--- src/rtl/calc_pkg.sv ---
// rtl/calc_pkg.sv - shared types and constants for the four-port calculator
package calc_pkg;

    localparam int DW  = 32;
    localparam int LAT = 3;

    typedef enum logic [3:0] {
        NOP = 4'd0,
        ADD = 4'd1,
        SUB = 4'd2,
        SHL = 4'd5,
        SHR = 4'd6
    } cmd_t;

    typedef enum logic [1:0] {
        NONE = 2'd0,
        OK   = 2'd1,
        ERR  = 2'd2,
        RSVD = 2'd3
    } resp_t;

    typedef enum logic {
        ST_IDLE = 1'b0,
        ST_OP2  = 1'b1
    } port_state_t;

endpackage

--- src/rtl/calc_port.sv ---
// rtl/calc_port.sv - one requester port: request FSM, operand regs, ALU, result pipeline
module calc_port
    import calc_pkg::*;
(
    input  logic          clk_i,
    input  logic          rst_ni,
    input  logic [3:0]    cmd_i,
    input  logic [DW-1:0] data_i,
    output logic [1:0]    resp_o,
    output logic [DW-1:0] data_o
);

    port_state_t   state_q, state_d;
    logic [3:0]    cmd_q;
    logic [DW-1:0] op1_q;
    logic [DW-1:0] op2_q;
    logic          fire_q;
    resp_t         alu_resp;
    logic [DW-1:0] alu_data;
    logic [DW:0]   sum;
    logic [DW+1:0] pipe_q [LAT];

    logic accept;
    assign accept = (state_q == ST_IDLE) && (cmd_i != NOP);

    // Request FSM state register.
    always_ff @(posedge clk_i or negedge rst_ni) begin
        if (!rst_ni) begin
            state_q <= ST_IDLE;
        end else begin
            state_q <= state_d;
        end
    end

    // Next state: a non-zero command opens a request, operand2 always closes it.
    always_comb begin
        state_d = state_q;
        case (state_q)
            ST_IDLE: if (cmd_i != NOP) state_d = ST_OP2;
            ST_OP2:  state_d = ST_IDLE;
            default: state_d = ST_IDLE;
        endcase
    end

    // Operand capture; fire_q marks the cycle in which the ALU inputs are complete.
    always_ff @(posedge clk_i or negedge rst_ni) begin
        if (!rst_ni) begin
            cmd_q  <= '0;
            op1_q  <= '0;
            op2_q  <= '0;
            fire_q <= 1'b0;
        end else begin
            if (accept) begin
                cmd_q <= cmd_i;
                op1_q <= data_i;
            end
            if (state_q == ST_OP2) begin
                op2_q <= data_i;
            end
            fire_q <= (state_q == ST_OP2);
        end
    end

    assign sum = {1'b0, op1_q} + {1'b0, op2_q};

    // ALU: error results always carry zero data; shifts use only the 5 LSBs of operand2.
    always_comb begin
        alu_resp = ERR;
        alu_data = '0;
        case (cmd_q)
            ADD: begin
                if (!sum[DW]) begin
                    alu_resp = OK;
                    alu_data = sum[DW-1:0];
                end
            end
            SUB: begin
                if (op2_q <= op1_q) begin
                    alu_resp = OK;
                    alu_data = op1_q - op2_q;
                end
            end
            SHL: begin
                alu_resp = OK;
                alu_data = op1_q << op2_q[4:0];
            end
            SHR: begin
                alu_resp = OK;
                alu_data = op1_q >> op2_q[4:0];
            end
            default: begin
                alu_resp = ERR;
                alu_data = '0;
            end
        endcase
    end

    // Result shift register; empty slots carry {NONE, 0} so the outputs idle at zero.
    always_ff @(posedge clk_i or negedge rst_ni) begin
        if (!rst_ni) begin
            for (int i = 0; i < LAT; i++) begin
                pipe_q[i] <= '0;
            end
        end else begin
            pipe_q[0] <= fire_q ? {alu_resp, alu_data} : '0;
            for (int i = 1; i < LAT; i++) begin
                pipe_q[i] <= pipe_q[i-1];
            end
        end
    end

    assign resp_o = pipe_q[LAT-1][DW+1:DW];
    assign data_o = pipe_q[LAT-1][DW-1:0];

endmodule

--- src/rtl/calc_1.sv ---
// rtl/calc_1.sv - four independent calculator ports
module calc_1
    import calc_pkg::*;
(
    input  logic        c_clk,
    input  logic        reset,
    input  logic [0:3]  req1_cmd_in,
    input  logic [0:31] req1_data_in,
    input  logic [0:3]  req2_cmd_in,
    input  logic [0:31] req2_data_in,
    input  logic [0:3]  req3_cmd_in,
    input  logic [0:31] req3_data_in,
    input  logic [0:3]  req4_cmd_in,
    input  logic [0:31] req4_data_in,
    output logic [0:1]  out_resp1,
    output logic [0:31] out_data1,
    output logic [0:1]  out_resp2,
    output logic [0:31] out_data2,
    output logic [0:1]  out_resp3,
    output logic [0:31] out_data3,
    output logic [0:1]  out_resp4,
    output logic [0:31] out_data4
);

    calc_port u_port1 (
        .clk_i  (c_clk),
        .rst_ni (reset),
        .cmd_i  (req1_cmd_in),
        .data_i (req1_data_in),
        .resp_o (out_resp1),
        .data_o (out_data1)
    );

    calc_port u_port2 (
        .clk_i  (c_clk),
        .rst_ni (reset),
        .cmd_i  (req2_cmd_in),
        .data_i (req2_data_in),
        .resp_o (out_resp2),
        .data_o (out_data2)
    );

    calc_port u_port3 (
        .clk_i  (c_clk),
        .rst_ni (reset),
        .cmd_i  (req3_cmd_in),
        .data_i (req3_data_in),
        .resp_o (out_resp3),
        .data_o (out_data3)
    );

    calc_port u_port4 (
        .clk_i  (c_clk),
        .rst_ni (reset),
        .cmd_i  (req4_cmd_in),
        .data_i (req4_data_in),
        .resp_o (out_resp4),
        .data_o (out_data4)
    );

endmodule

--- config.mk ---
export PLATFORM = sky130hd
export DESIGN_NAME = calc_1
export DESIGN_NICKNAME = d
export VERILOG_FILES = /design/src/rtl/calc_pkg.sv /design/src/rtl/calc_port.sv /design/src/rtl/calc_1.sv
export SDC_FILE = /design/constraint.sdc
export NUM_CORES = 2
export LEC_CHECK = 0
export CAP_MARGIN = 20
export CORE_MARGIN = 2
export CORE_UTILIZATION = 35
export CTS_BUF_LIST = sky130_fd_sc_hd__clkbuf_8
export DETAILED_ROUTE_END_ITERATION = 8
export PLACE_DENSITY = 0.55
export SYNTH_ARGS = -nofsm -noshare
export SYNTH_HDL_FRONTEND = slang
export SYNTH_HIERARCHICAL = 1
export SYNTH_SLANG_ARGS = --single-unit
--- constraint.sdc ---
create_clock -name c_clk -period 4.4 [get_ports c_clk]
set_clock_uncertainty 0.1 [all_clocks]
set_input_delay 0.88 -clock c_clk [delete_from_list [all_inputs] [get_ports c_clk]]
set_output_delay 0.88 -clock c_clk [all_outputs]
set_load 0.05 [all_outputs]
* Word level (Yosys, flattened, before mapping)
Cells that the tools add are included.
Storage, ports and cells: word-level logic and storage cells 120, input bits 146, bits in registers 688
Operators by class: multiplexer cells 36, shift operators 8, $add $sub $neg 8, eq/ne operators 16, bitwise operators 4, order comparisons 4, reductions and logical operators 12
Operator list (count):
- 32-bit one-hot mux with 4 select lines | 4
- 32-bit 2-to-1 mux | 8
- 34-bit 2-to-1 mux | 4
- 32-bit by 32-bit adder with 33-bit output | 4
- 32-bit <= comparator | 4
- 32-bit by 5-bit << shifter with 32-bit output | 4
- 32-bit by 5-bit right shift with 32-bit output | 4
- 32-bit subtractor | 4
- 4-bit by 3-bit == test with 1-bit output (second input constant) | 8
- 2-bit one-hot mux with 3 select lines | 4
- 4-bit by 1-bit == test with 1-bit output (second input constant) | 4
- 4-bit by 2-bit == test with 1-bit output (second input constant) | 4
- 2-bit 2-to-1 mux | 8
- 4-bit nonzero test | 4
- 1-bit one-hot mux with 2 select lines | 4
- 2-bit OR reduction | 4
- 1-bit logical AND | 4
- 1-bit 2-to-1 mux | 4
- 1-bit NOT | 4

* Logic depth before layout (Yosys ltp)
depth after elaboration 4, depth in mapped cells 17

* Modules after synthesis
The synthesis kept the hierarchy.
By module, submodules not included:
- calc_port at u_port2 ... | sequential area each 4304.1 um^2, cells an instance 1432, times used 3, area each 12499.5 um^2
- calc_port at u_port1 | sequential area each 4304.1 um^2, cells an instance 1425, times used 1, area each 12908.6 um^2

* Least setup slack after synthesis
No wires, ideal clock.
path type register to register, from register u_port2.op2_q[2], to register u_port2/pipe_q[99] (netlist bit), path buffers 5, arrival time 3.542 ns, stages on the path, launching flop included 17, required time 4.165 ns, clock period less this slack 3.778 ns, setup slack 0.622 ns, cell sequence dfrtp_1 clkbuf_1 clkinv_1 buf_1 clkbuf_1 ha_1 buf_4 o21bai_1 a2111oi_2 nor4_1 nor2_2 a31oi_4 a31o_1 buf_4 nor2_2 a221oi_1 o22ai_1
Between the ends: longest elaborated chain between the ends 4
RTL lines:
- start: declaration | RTL line calc_port.sv:16 | logic [DW-1:0] op2_q;
- start signal: assignment | RTL line calc_port.sv:58 | op2_q <= data_i;
- 32-bit subtractor, or another cell as far along | RTL line calc_port.sv:80 | alu_data = op1_q - op2_q;
- 32-bit 2-to-1 mux (on tied branches) | RTL line calc_port.sv:78, calc_port.sv:72
- 32-bit one-hot mux with 4 select lines * | RTL line calc_port.sv:70 | case (cmd_q)
- 34-bit 2-to-1 mux * | RTL line calc_port.sv:105 | pipe_q[0] <= fire_q ? {alu_resp, alu_data} : '0;
- end signal: indexed assignment | RTL line calc_port.sv:107 | pipe_q[i] <= pipe_q[i-1];
- end: declaration | RTL line calc_port.sv:21 | logic [DW+1:0] pipe_q [LAT];
Mark *: on every way between the ends. The rest lies on a longest branch, timed or not. A chain may end at the register's enable or synchronous reset.

* Final worst setup path
from register u_port2.op1_q[1], to register u_port2/pipe_q[93] (netlist bit)
Between the ends: longest elaborated chain between the ends 4
RTL lines:
- start: declaration | RTL line calc_port.sv:15 | logic [DW-1:0] op1_q;
- start signal: assignment | RTL line calc_port.sv:55 | op1_q <= data_i;
- 32-bit subtractor, or another cell as far along | RTL line calc_port.sv:80
- 32-bit 2-to-1 mux (on tied branches) | RTL line calc_port.sv:78, calc_port.sv:72
- 32-bit one-hot mux with 4 select lines * | RTL line calc_port.sv:70
- 34-bit 2-to-1 mux * | RTL line calc_port.sv:105
Marked as above.

==> impl_results.md <==
* Status: completed
* Critical path arrival at 4.76 ns
* Die width at approximately 380 um
* Max_cap viols at 0
* Drt pass-1 iters at 6
* Reg clk slew, reported paths at ~0.060 ns
* Final Hold Viols at 0
* Crit path time final at a little over 4 ns
* Ys Warns at 6
* IO Port Bufs at 281
* Post-Syn Nets at roughly 6100
* Final Setup Violations at 0
* DIE AREA at between 0.1 and 0.15 mm^2
* Reg-to-Reg Start: u_port2/op1_q[1]
* Crit path capture: u_port2/pipe_q[93]
* Setup CP Type: reg2reg
* Critical path fanouts, max at 11
* WL final at around 190000 um
* Hold wc startpoint: u_port4/pipe_q[62]
* Slew @ Worst Pin at about 1.2 ns
* Maximum VDD drop at 0.4083 mV
* Worst Reg-to-Reg Cells at 11
* Worst Hold Depth at 0
* Iter 0 DRT Violations at 4727
* Layout area overhead at 13.34%
* Post-synth EDFFs at 0
* Num ports at 282
* Final period utilization at a little over nine tenths
* Commonest non-fill, non-tap cell in the layout: dfrtp_1
* Ys flop type: dfrtp_1
* Pwr Total at roughly 38 mW
* Clock Sinks at between 600 and 700
* FP Rows at 139
* Largest net degree at the start of global routing at 97
* Worst skew pair latency at 0.92 ns
* Initial antenna violation count at 18
* Routed length per instance at between 20 and 25 um
* Critical Path RT at between 5 and 6 ns
* Setup ws final at 0.2512 ns
* Setup bufs post-CTS at 0
* DRC viols at 0
* Clock Path Buffers at 3
* Htree depth at 4
* Reg2reg setup slack at 0.25 ns
* Vias in the first global route at 44538
* Pre-CTS setup slack at between 0.1 and 0.15 ns
* Ys async rst share at 100.0%
* Via-to-Cell Ratio at a little under 6
* Post-synthesis cell count at roughly 5700
* Max incr delay on CP at between 0.6 and 0.7 ns
* Total global routing overflow at 0
* Largest delay contributor family on the critical path: compound AO/OA/AOI/OAI gates
* Leakage power at between 20 and 25 nW
* Initial Util at about a third
* CP Launch Type: register
* Slew Viols, Final at 0
* Final net count at around 6200
* Setup crit end kind: register
* Post-synthesis sequential area ratio at between 30% and 40%
* Commonest cells after routing, fill and taps aside: 672 x dfrtp_1, 534 x nor2_1, 487 x nand2_1, 479 x o21ai_0, 459 x a21oi_1
* ANT nets after route at 0
* RSZ-0062 raised after global routing: no
* Flops & latches, synth at ~690
* Yosys cell types at 108
* First-pass GRT wire length at 289900 um
* DP Wirelength at around 150000 um
* Mean area per synthesized cell at approximately 8.8 um^2
* Slowest CP cell: nor4_2
* Core footprint at ~0.14 mm^2
* RD Place Congestion at slightly below 1
* Cell depth of the worst setup path at 11
* PwrDens at between 600 and 700 mW/mm^2
* Final TNS setup at 0 ns
* Root buffer cell: clkbuf_8
* CTS buffer count at between 100 and 150
* Rel. slew slack at 18.88%
* Vias at approximately 46000
* Synth Cell Area at around 0.05 mm^2
* Class of the worst hold path: reg2reg
* Max Fclk at about 240 MHz
* Critical-path cell list: inv_1 -> fa_1 -> o21bai_1 -> a2111oi_2 -> nor4_2 -> nor2_2 -> a31oi_4 -> a31o_1 -> nor2_1 -> a22oi_1 -> a21oi_1
* Chip height at around 380 um
* GRT Total Usage at about a quarter
* RR Endpoint: u_port2/pipe_q[93]
* Final core utilization at between 30% and 40%
* CTS tree: built
* Share of layout cells above drive strength 1 at between 10% and 20%
* Crit. Startpoint: u_port2/op1_q[1]
* Buffers & Inverters on Critical Path at 1
## cells in the mapped netlist, types with 69 or more instances
master	instances	share of area (%)
clkbuf_1	178	1.3
xnor2_1	106	1.8
ha_1	260	6.5
nor3_1	83	0.82
inv_1	257	1.9
o21ai_0	479	4.8
a21o_1	70	1.0
nor2_1	540	4.0
o211ai_1	69	1.0
buf_4	168	2.5
buf_2	97	0.96
mux2_2	172	3.8
a211oi_1	101	1.5
o22ai_1	118	1.5
nand2_1	488	3.6
a21oi_1	459	4.6
dfrtp_1	688	34
nand2b_1	116	1.4
mux2i_1	229	4.5
## worst min path at each step
stage / end / slack, ns
finish: u_port4/data_o[28] / 0.22
global route: u_port4/data_o[29] / 0.24
CTS: u_port4/data_o[28] / 0.22
detailed placement: u_port1/data_o[22] / 0.23
global placement: u_port2/data_o[20] / 0.23
floorplan: u_port1/data_o[0] / 0.23
## repair_timing
action,CTS,global route
hold endpoints to repair,62,0
hold buffers,1,0
resized for setup,0,1
setup endpoints to repair,0,7
## kinds of logic after synthesis
family | synth area share, %
AOI/OAI and AO/OA | 23.92
and+or+nand+nor | 14.25
buffers and inverters | 7.524
muxes | 11.28
adders and majority gates | 6.771
DFF | 34.15
xor gates and xnor gates | 2.102
## layout make-up
class	count	area, um^2
Clock inverter	86	780.7
Multi-Input combinational cell	4258	29450
Timing Repair Buffer	423	4061
Sequential cell	688	17240
Antenna cell	5	12.51
Clock buffer	157	2161
Inverter	278	1044
Fill cell	14496	86180
Tap cell	1903	2381
## metal layers
| layer | up-vias | part of all wire, % | global-route usage, % |
|---|---|---|---|
| met4 | 18 | 2.5 | 7.146 |
| met3 | 293 | 7.0 | 4.535 |
| met2 | 1838 | 44 | 38.81 |
| met1 | 22679 | 47 | 37.33 |
| li1 | 20775 | - | - |
| met5 | - | 0.061 | 0 |
## sequential cells by signal (all words and copies together) (netlist names), 68 cells and up
register and count:
u_port1/pipe_q 68, u_port2/pipe_q 68, u_port3/pipe_q 68, u_port4/pipe_q 68
## through the flow
step                      area, um^2  cells  hold WS [ns]
after detailed placement       54160   7549        0.2347
after global placement         54160   7549        0.2312
final                          57130   7798        0.2179
after global routing           57120   7795        0.2356
after floorplan                50410   5721        0.2312
after CTS                      57110   7793        0.2169
## where the power goes
group          switching, mW  leakage (nW)  internal (mW)  total (mW)
registers               1.27          8.94           7.43        8.70
logic                   14.2          13.9           7.72        21.9
clock network           3.14          1.63           3.96        7.09
total                   18.6          24.5           19.1        37.7
Power figures use the tool's default switching activity.
